`config.mk`:
```
export PLATFORM = sky130hd
export DESIGN_NAME = gray_timer_ctrl
export DESIGN_NICKNAME = d
export VERILOG_FILES = /design/src/rtl/gray_timer_ctrl.sv
export SDC_FILE = /design/constraint.sdc
export NUM_CORES = 1
export LEC_CHECK = 0
export CAP_MARGIN = 5
export CORE_MARGIN = 3
export CORE_UTILIZATION = 44
export CTS_CLUSTER_SIZE = 10
export DETAILED_ROUTE_END_ITERATION = 12
export PLACE_DENSITY = 0.83
export SYNTH_ARGS = -nofsm -noshare
export SYNTH_HDL_FRONTEND = slang
export SYNTH_SLANG_ARGS = --single-unit
export TNS_END_PERCENT = 50
```
`constraint.sdc`:
```
create_clock -name Clk -period 1.9 [get_ports Clk]
set_input_delay 0.285 -clock Clk [delete_from_list [all_inputs] [get_ports Clk]]
set_output_delay 0.285 -clock Clk [all_outputs]
set_load 0.02 [all_outputs]
```
`src/rtl/gray_timer_ctrl.sv`:
```
// Control sequencer for a Gray-code timer: latches the limit, restarts the timer and turns expiries into a sticky IRQ.
// Optional build macro GRAY_TIMER_CTRL_RELOAD_EN: in periodic mode, Limit_in is re-sampled on every re-arm.
module gray_timer_ctrl #(
    parameter int SIZE  = 8,
    parameter int CNT_W = 8
) (
    input  logic             Clk,
    input  logic             Rst,
    input  logic             Start,
    input  logic             Stop,
    input  logic             Periodic,
    input  logic [SIZE-1:0]  Limit_in,
    input  logic             Irq_Ack,
    input  logic             Tmr_Int,
    output logic             Tmr_Rst_n,
    output logic [SIZE-1:0]  Tmr_Limit,
    output logic             Busy,
    output logic             Irq,
    output logic             Overrun,
    output logic [CNT_W-1:0] Exp_Cnt
);

    typedef enum logic [1:0] {
        IDLE = 2'd0,
        ARM  = 2'd1,
        RUN  = 2'd2
    } state_t;

    state_t state, state_nxt;
    logic   mode;
    logic   start_acc;
    logic   expiry;
    logic   rearm;

    // NOTE: sequential state uses non-blocking assignments so every register samples pre-edge values.
    always_ff @(posedge Clk or posedge Rst) begin
        if (Rst) begin
            state <= IDLE;
        end else begin
            state <= state_nxt;
        end
    end

    // NOTE: the default assignment at the top keeps this combinational block free of inferred latches.
    always_comb begin
        state_nxt = state;
        if (Stop) begin
            state_nxt = IDLE;
        end else begin
            case (state)
                IDLE:    if (start_acc) state_nxt = ARM;
                ARM:     state_nxt = RUN;
                RUN: begin
                    if (rearm)       state_nxt = ARM;
                    else if (expiry) state_nxt = IDLE;
                end
                default: state_nxt = IDLE;
            endcase
        end
    end

    always_comb begin
        Busy      = (state != IDLE);
        start_acc = (state == IDLE) && Start && !Stop;
        expiry    = (state == RUN) && Tmr_Int && !Stop;
        rearm     = expiry && mode;
    end

    // Timer restart line is a registered decode of the next state, so ARM always gives a full reset cycle.
    always_ff @(posedge Clk or posedge Rst) begin
        if (Rst) begin
            Tmr_Rst_n <= 1'b0;
        end else begin
            Tmr_Rst_n <= (state_nxt == RUN);
        end
    end

    always_ff @(posedge Clk or posedge Rst) begin
        if (Rst) begin
            Tmr_Limit <= '0;
            mode      <= 1'b0;
        end else if (start_acc) begin
            Tmr_Limit <= Limit_in;
            mode      <= Periodic;
`ifdef GRAY_TIMER_CTRL_RELOAD_EN
        end else if (rearm) begin
            Tmr_Limit <= Limit_in;
`endif
        end
    end

    always_ff @(posedge Clk or posedge Rst) begin
        if (Rst) begin
            Exp_Cnt <= '0;
        end else if (start_acc) begin
            Exp_Cnt <= '0;
        end else if (expiry && (Exp_Cnt != '1)) begin
            Exp_Cnt <= Exp_Cnt + 1'b1;
        end
    end

    // An expiry in the same cycle as an ack wins for Irq; Overrun is only set by an unacknowledged pending Irq.
    always_ff @(posedge Clk or posedge Rst) begin
        if (Rst) begin
            Irq     <= 1'b0;
            Overrun <= 1'b0;
        end else begin
            if (expiry)       Irq <= 1'b1;
            else if (Irq_Ack) Irq <= 1'b0;

            if (expiry && Irq && !Irq_Ack) Overrun <= 1'b1;
            else if (Irq_Ack)              Overrun <= 1'b0;
        end
    end

endmodule

```
Word-level counts from Yosys, hierarchy flattened
Cells that the tools add are included.
{ "word_totals": {"reg_bits": 22, "in_bits": 15, "out_inout_bits": 20, "wordCells": 37} }
{ "classes": {"add_sub_neg": 1, "eq_ne": 4, "muxes": 10, "n_reduce_logical": 15} }
{ "op_table": {"columns": ["op", "n"], "rows": [
  ["8-bit 2-to-1 mux", 2],
  ["8-bit by 1-bit adder with 8-bit output (second input constant)", 1],
  ["1-bit logical AND", 8],
  ["2-bit 2-to-1 mux", 4],
  ["8-bit != test (second input constant)", 1],
  ["2-bit nonzero test", 4],
  ["2-bit one-hot mux with 3 select lines", 1],
  ["2-bit == test (second input constant)", 2],
  ["1-bit 2-to-1 mux", 3],
  ["2-bit by 1-bit == test with 1-bit output (second input constant)", 1],
  ["1-bit zero test", 2],
  ["2-bit zero test", 1]
]} }

Longest topological paths before layout
Gate-level depths: netlist of the first run.
{ "depth": {"depth_word": 8, "depth_mapped": 4, "depth_no_buf": 4} }

Worst setup path after synthesis of the first run
Ideal clock, no wire load.
{ "synth_path": {"kind": "register to register", "from": "register Exp_Cnt[0]", "to": "register Exp_Cnt[1]", "setup_time_ns": 0.125, "arrival_ns": 1.535, "required_ns": 1.775, "slack_ns": 0.241, "stages_incl_launch_ff": 5, "n_path_buf": 0, "period_less_slack_ns": 1.659, "path_cell_list": "dfrtp_1 > ha_1 > nand3_1 > o21ai_0 > mux2_2"} }
{ "synth_between": {"elab_chain_cells": 3, "elab_cells_between_ends": 6, "classes_between": "add/sub (1); eq/ne (1); mux (2); reduce/logical (2)"} }
{ "synth_rtl": {"columns": ["item", "line", "rtl"], "rows": [
  ["start, declared", "20", "output logic [CNT_W-1:0] Exp_Cnt"],
  ["start signal, assigned", "98", "Exp_Cnt <= Exp_Cnt + 1'b1;"],
  ["8-bit by 1-bit adder with 8-bit output / 8-bit != test (equally long branches)", "98, 97", null],
  ["8-bit 2-to-1 mux / 1-bit logical AND (equally long branches)", "97", "end else if (expiry && (Exp_Cnt != '1)) begin"],
  ["8-bit 2-to-1 mux / 2-bit nonzero test (equally long branches)", null, null]
]} }
Parallel ways exist; a longest one is shown, timed or not. The select of a mux whose other input is x is not followed.
A chain may end at the register's enable or synchronous reset.

Final worst setup path of the first run
{ "layout_path": {"from": "register Exp_Cnt[4]", "to": "output Exp_Cnt[4]"} }
No word-level cell between the ends.

==> results_dict.tcl, run 1 <==
set metrics [dict create \
    status "finished, final reports clean" \
    holdBufCountCts 0 \
    design_area_sq_mm 0.001458 \
    syn_inst 84 \
    max-cap-violations 0 \
    crit_chain "clkdlybuf4s50_1" \
    first_pass_iters 4 \
    ant_nets 0 \
    clkLatencyLatePin_ns 0.30 \
    met1_usage 0.2045 \
    critPathMaxFanout 10 \
    cts_setup_buffers 0 \
    nFillCells 165 \
    grt_pass1_wl_um 3801 \
    ios 35 \
    r2r_cells 4 \
    tightest_slew_ns 0.4220 \
    route.detailed.drc 0 \
    dieArea_sq_mm 0.002931 \
    ctsResizeCount 1 \
    gr-total-overflow 0 \
    design.core.area_sq_mm 0.002082 \
    path_depth 1 \
    synth_flop_cell "dfrtp_1" \
    hpwl_um 1640 \
    first_global_vias 875 \
    synthArstFlopShare 1.000 \
    grt_busiest_layer "met2" \
    post-route-util 0.7001 \
    yosysSeqAreaShare 0.5399 \
    worst_path_max_delay_cell "clkdlybuf4s50_1" \
    die_w_um 54.14 \
    grtUsageTotal 0.1792 \
    antennaDiodeCount 0 \
    start_kind "flop" \
    cts_root_buf "clkbuf_4" \
    syn_area_sq_mm 0.001020 \
    muxShareOfSynthArea 0.1301 \
    synthXorXnorAreaFrac 0 \
    grtUsageMet2 0.3008 \
    syn_avg_cell_area_sq_um 12.14 \
    hold_viol_final 0 \
    gp_congestion 0.8375 \
    grt_util_met3 0.06648 \
    synth-compound-area-share 0.1006 \
    hold_class "in2async" \
    finalCritPeriodShare 0.9358 \
    cts-buffers-inserted 3 \
    nets 141 \
    critPathMaxStageDelay_ns 0.66 \
    vdd_ir_drop_max_uv 677.9 \
    cp.required_ns 1.62 \
    setup-tns-final_ns 0 \
    power_density_mw_per_mm2 736.1 \
    synthesis.nets 100 \
    crit_path_start "Exp_Cnt[4]$_DFFE_PP0P_" \
    final-setup-viol-count 0 \
    crit_type "reg2out" \
    r2r_end "Exp_Cnt[1]$_DFFE_PP0P_" \
    fin_crit_ns 1.778 \
    antenna_found_initial 0 \
    drt_wl_total_um 2199 \
    num_rows 16 \
    rrSetupSlack_ns 0.24 \
    ctsLongestPathBuffers 2 \
    synth.ff_latch_count 22 \
    synth_top_family_by_area "simple AND/OR/NAND/NOR gates" \
    cts-htree-levels 1 \
    io_buffer_count 34 \
    initial_core_util 0.4898 \
    cp-endpoint "Exp_Cnt[4]" \
    max_freq_mhz 562.4 \
    clock-skew-final_ns 0.002721 \
    synth-adder-area-share 0.01227 \
    place_area_sq_mm 0.001423 \
    power_uw 1073 \
    crit_buf_inv 1 \
    die_h_um 54.14 \
    wl_per_cell_um 14.56 \
    syn2layout_area_growth_pct 42.94 \
    path_clk_slew_ns 0.12 \
    seq_area_sq_um 550.5 \
    rsz0062_at_grt "false" \
    num_vias 827 \
    yosys_warnings 0 \
    multi_input_area_sq_um 432.9 \
    reg2reg_from "Exp_Cnt[0]$_DFFE_PP0P_" \
    vias_per_cell 5.477 \
    cp-end-kind "output pin" \
    synth_edf_count 0 \
    cts_tree "done" \
    slew_viol_final 0 \
    leakagePower_uw 0.0006231 \
    crit_arrival_ns 1.49 \
    critical-path-top-delay-family "buffers and inverters" \
    grt_start_max_net_pins 23 \
    drtIter0Drc 5 \
    drive_above_1_share 0.1452 \
    relSlewSlack 0.7114 \
    clock_sinks 22 \
    synthSimpleGateAreaFrac 0.1816 \
    synth_cell_types 30 \
]
[synthesized netlist by cell type (all sizes together) (3+ instances only)]
cell,n,share of area
nor3,6,0.029
and4,3,0.026
inv,4,0.015
buf,3,0.021
nor2,4,0.015
dfrtp,22,0.54
and3,3,0.018
mux2,10,0.11
a21oi,3,0.015
a31oi,3,0.018
[state kept, by name (all words and copies together), names as in the netlist]
signal,flops
Exp_Cnt,8
Overrun,1
Irq,1
mode,1
Tmr_Rst_n,1
state,2
Tmr_Limit,8
[area by class of cell]
class,instances,share of cell area
flip-flops and latches,22,0.3777
multi-input cells,55,0.2970
well taps,27,0.02318
clock buffers,4,0.02489
inverters,4,0.01030
repair buffers,39,0.2670
[power breakdown]
part,total [uW],switching (uW),internal (uW),leakage [uW]
logic,267,118,149,0.000317
clock network,257,140,117,0.0000210
registers,549,31.6,518,0.000285
[cells by family after synthesis]
kind of cell / Yosys count
simple gates: 27
compound gates: 15
buf+inv: 7
mux: 12
flops: 22
fa+ha+maj: 1
[through the flow]
stage                     setup WS [ns]  instances  hold slack [ns]
after floorplan                  0.2406         84           0.2742
after global placement           0.1553        147           0.4667
after detailed placement        0.07040        147           0.4681
after CTS                        0.1063        151           0.2969
after global routing            0.04046        151           0.3307
final                            0.1220        151           0.2966
[worst min-delay path by stage]
stage	slack, ns	cells past startpoint	to	from
2_1_floorplan	0.27	1	Exp_Cnt[0]$_DFFE_PP0P_	Rst
5_1_grt	0.33	3	Exp_Cnt[2]$_DFFE_PP0P_	Rst
4_1_cts	0.30	3	mode$_DFFE_PP0N_	Rst
6_report	0.30	3	Exp_Cnt[2]$_DFFE_PP0P_	Rst
3_5_place_dp	0.47	1	state[0]$_DFF_PP0_	mode$_DFFE_PP0N_
3_3_place_gp	0.47	1	Tmr_Limit[3]$_DFFE_PP0N_	Tmr_Limit[3]$_DFFE_PP0N_
[layer usage]
layer,vias up,wire (um)
met5,-,0
met4,0,12
met3,2,188
met2,31,1106
met1,396,890
li1,398,-
[placed cells by master (no fill, tap or decap), drive strengths merged, types with 2 or more instances in the layout]
master,instances
clkdlybuf4s50,33
dfrtp,22
mux2,10
nor3,6
buf,5
nor2,4
inv,4
clkbuf,4
a21oi,3
and3,3
and4,3
a31oi,3
o21ai,2
nor2b,2
mux2i,2
nand3,2
a211oi,2
Note: power is estimated with default switching activity, not from simulation.
==> inputs of run 2 (changes only) <==
CAP_MARGIN = unset   (was 5)
CTS_CLUSTER_SIZE = 24   (was 10)
==> results of run 2 <==
No change in the layout: final DEF, timing and power equal those of run 1.
==> inputs of run 3 (changes only) <==
ABC_CLOCK_PERIOD_IN_PS = 1900   (was unset)
SETUP_SLACK_MARGIN = 0.2   (was unset)
==> results_dict.tcl, run 3 (synthesis results as in run 1) <==
set metrics [dict create \
    power_density_mw_per_mm2 732.2 \
    hold_viol_final 0 \
    drtIter0Drc 4 \
    vias_per_cell 5.430 \
    cp.required_ns 1.62 \
    path_clk_slew_ns 0.12 \
    design.core.area_sq_mm 0.002082 \
    hold_class "in2async" \
    grt_start_max_net_pins 23 \
    post-route-util 0.7043 \
    first_global_vias 875 \
    cts-htree-levels 1 \
    grtUsageTotal 0.1792 \
    crit_type "reg2out" \
    drive_above_1_share 0.1613 \
    cts_tree "done" \
    drt_wl_total_um 2221 \
    cts_root_buf "clkbuf_4" \
    fin_crit_ns 1.691 \
    grt_pass1_wl_um 3801 \
    final-setup-viol-count 0 \
    largest_registers "Exp_Cnt x8, Tmr_Limit x8, state x2" \
    die_h_um 54.14 \
    num_rows 16 \
    critPathMaxFanout 5 \
    crit_arrival_ns 1.41 \
    final_cell_mix "clkdlybuf4s50_1, dfrtp_1, mux2_2, nor3_1" \
    power_uw 1074 \
    num_vias 820 \
    final_common_cell "clkdlybuf4s50_1" \
    setup-tns-final_ns 0 \
    syn2layout_area_growth_pct 43.80 \
    clock_sinks 22 \
    antenna_found_initial 0 \
    place_area_sq_mm 0.001423 \
    first_pass_iters 3 \
    rsz0062_at_grt "true" \
    cts-buffers-inserted 3 \
    status "finished, final reports clean" \
    vdd_ir_drop_max_uv 677.9 \
    antennaDiodeCount 0 \
    cp-end-kind "output pin" \
    cts_setup_buffers 0 \
    gp_congestion 0.8375 \
    clkLatencyLatePin_ns 0.30 \
    ant_nets 0 \
    max-cap-violations 0 \
    dieArea_sq_mm 0.002931 \
    hpwl_um 1640 \
    holdBufCountCts 0 \
    nets 141 \
    clock-skew-final_ns 0.003031 \
    leakagePower_uw 0.0006827 \
    slew_viol_final 0 \
    initial_core_util 0.4898 \
    design_area_sq_mm 0.001466 \
    wl_per_cell_um 14.71 \
    io_buffer_count 34 \
    fin_hold_ws_ns 0.2985 \
    finalCritPeriodShare 0.8898 \
    tightest_slew_ns 0.4220 \
    gr-total-overflow 0 \
    max_freq_mhz 591.5 \
    route.detailed.drc 0 \
    relSlewSlack 0.7114 \
    die_w_um 54.14 \
    ctsLongestPathBuffers 2 \
    start_kind "flop" \
    ios 35 \
]
-- run 3: changes by cell type in the layout (fill, tap and decap cells not counted), sizes merged --
| cell | previous run | this run |
|---|---|---|
| clkdlybuf4s50 | 33 | 28 |
| dlygate4sd2 | 1 | 3 |
| dlymetal6s2s | 0 | 3 |
-- run 3: worst paths after layout --
| kind | from | endpoint | slack, ns | cells past startpoint |
|---|---|---|---|---|
| max | state[1]$_DFF_PP0_ | Busy | 0.21 | 2 |
| min | Rst | Exp_Cnt[2]$_DFFE_PP0P_ | 0.30 | 3 |
| max reg2reg | Exp_Cnt[0]$_DFFE_PP0P_ | Exp_Cnt[1]$_DFFE_PP0P_ | 0.28 | 4 |
| min reg2reg | Tmr_Limit[3]$_DFFE_PP0N_ | Tmr_Limit[3]$_DFFE_PP0N_ | 0.49 | 1 |
| max in group asynchronous | Rst | Exp_Cnt[4]$_DFFE_PP0P_ | 1.37 | 3 |
| min in group Clk | Tmr_Limit[3]$_DFFE_PP0N_ | Tmr_Limit[3]$_DFFE_PP0N_ | 0.49 | 1 |
-- run 3: what timing repair did --
| item | 4_1_cts | 5_1_grt |
|---|---|---|
| pin swaps | 0 | 0 |
| resized for setup | 4 | 4 |
| setup endpoints to repair | 6 | 9 |
| gates cloned | 0 | 0 |
-- run 3: per-stage QoR --
step / worst slack (ns) / cells
3_3_place_gp: 0.1553 / 147
2_1_floorplan: 0.2406 / 84
6_report: 0.2094 / 151
5_1_grt: 0.1380 / 151
3_5_place_dp: 0.07040 / 147
4_1_cts: 0.1633 / 151
-- run 3: layer usage --
layer  wire length (um)  share of wire  up-vias  global-route usage
li1                   -              -      396                   -
met1                896           0.40      395              0.2045
met2               1124           0.51       27              0.3008
met3                187          0.084        2             0.06648
met4                 12         0.0054        0             0.07054
met5                  0              0        -                   0
-- run 3: report_power, final --
group          internal [uW]  switching, uW  total (uW)
clock                    117            140         257
sequential               518           32.0         549
combinational            149            118         267
-- run 3: cell type report --
cell class | count | area, sq um
multi-input combinational | 55 | 435.4
clock buffer | 4 | 36.28
inverter | 4 | 15.01
sequential | 22 | 551.8
fill | 164 | 615.6
tap | 27 | 33.78
timing repair buffer | 39 | 394.1
-- run 3: worst max-delay path, cell delays in order, from the launching register on --
cell and delay [ns]:
dfrtp_1 0.47, or2_2 0.31, dlygate4sd2_1 0.32
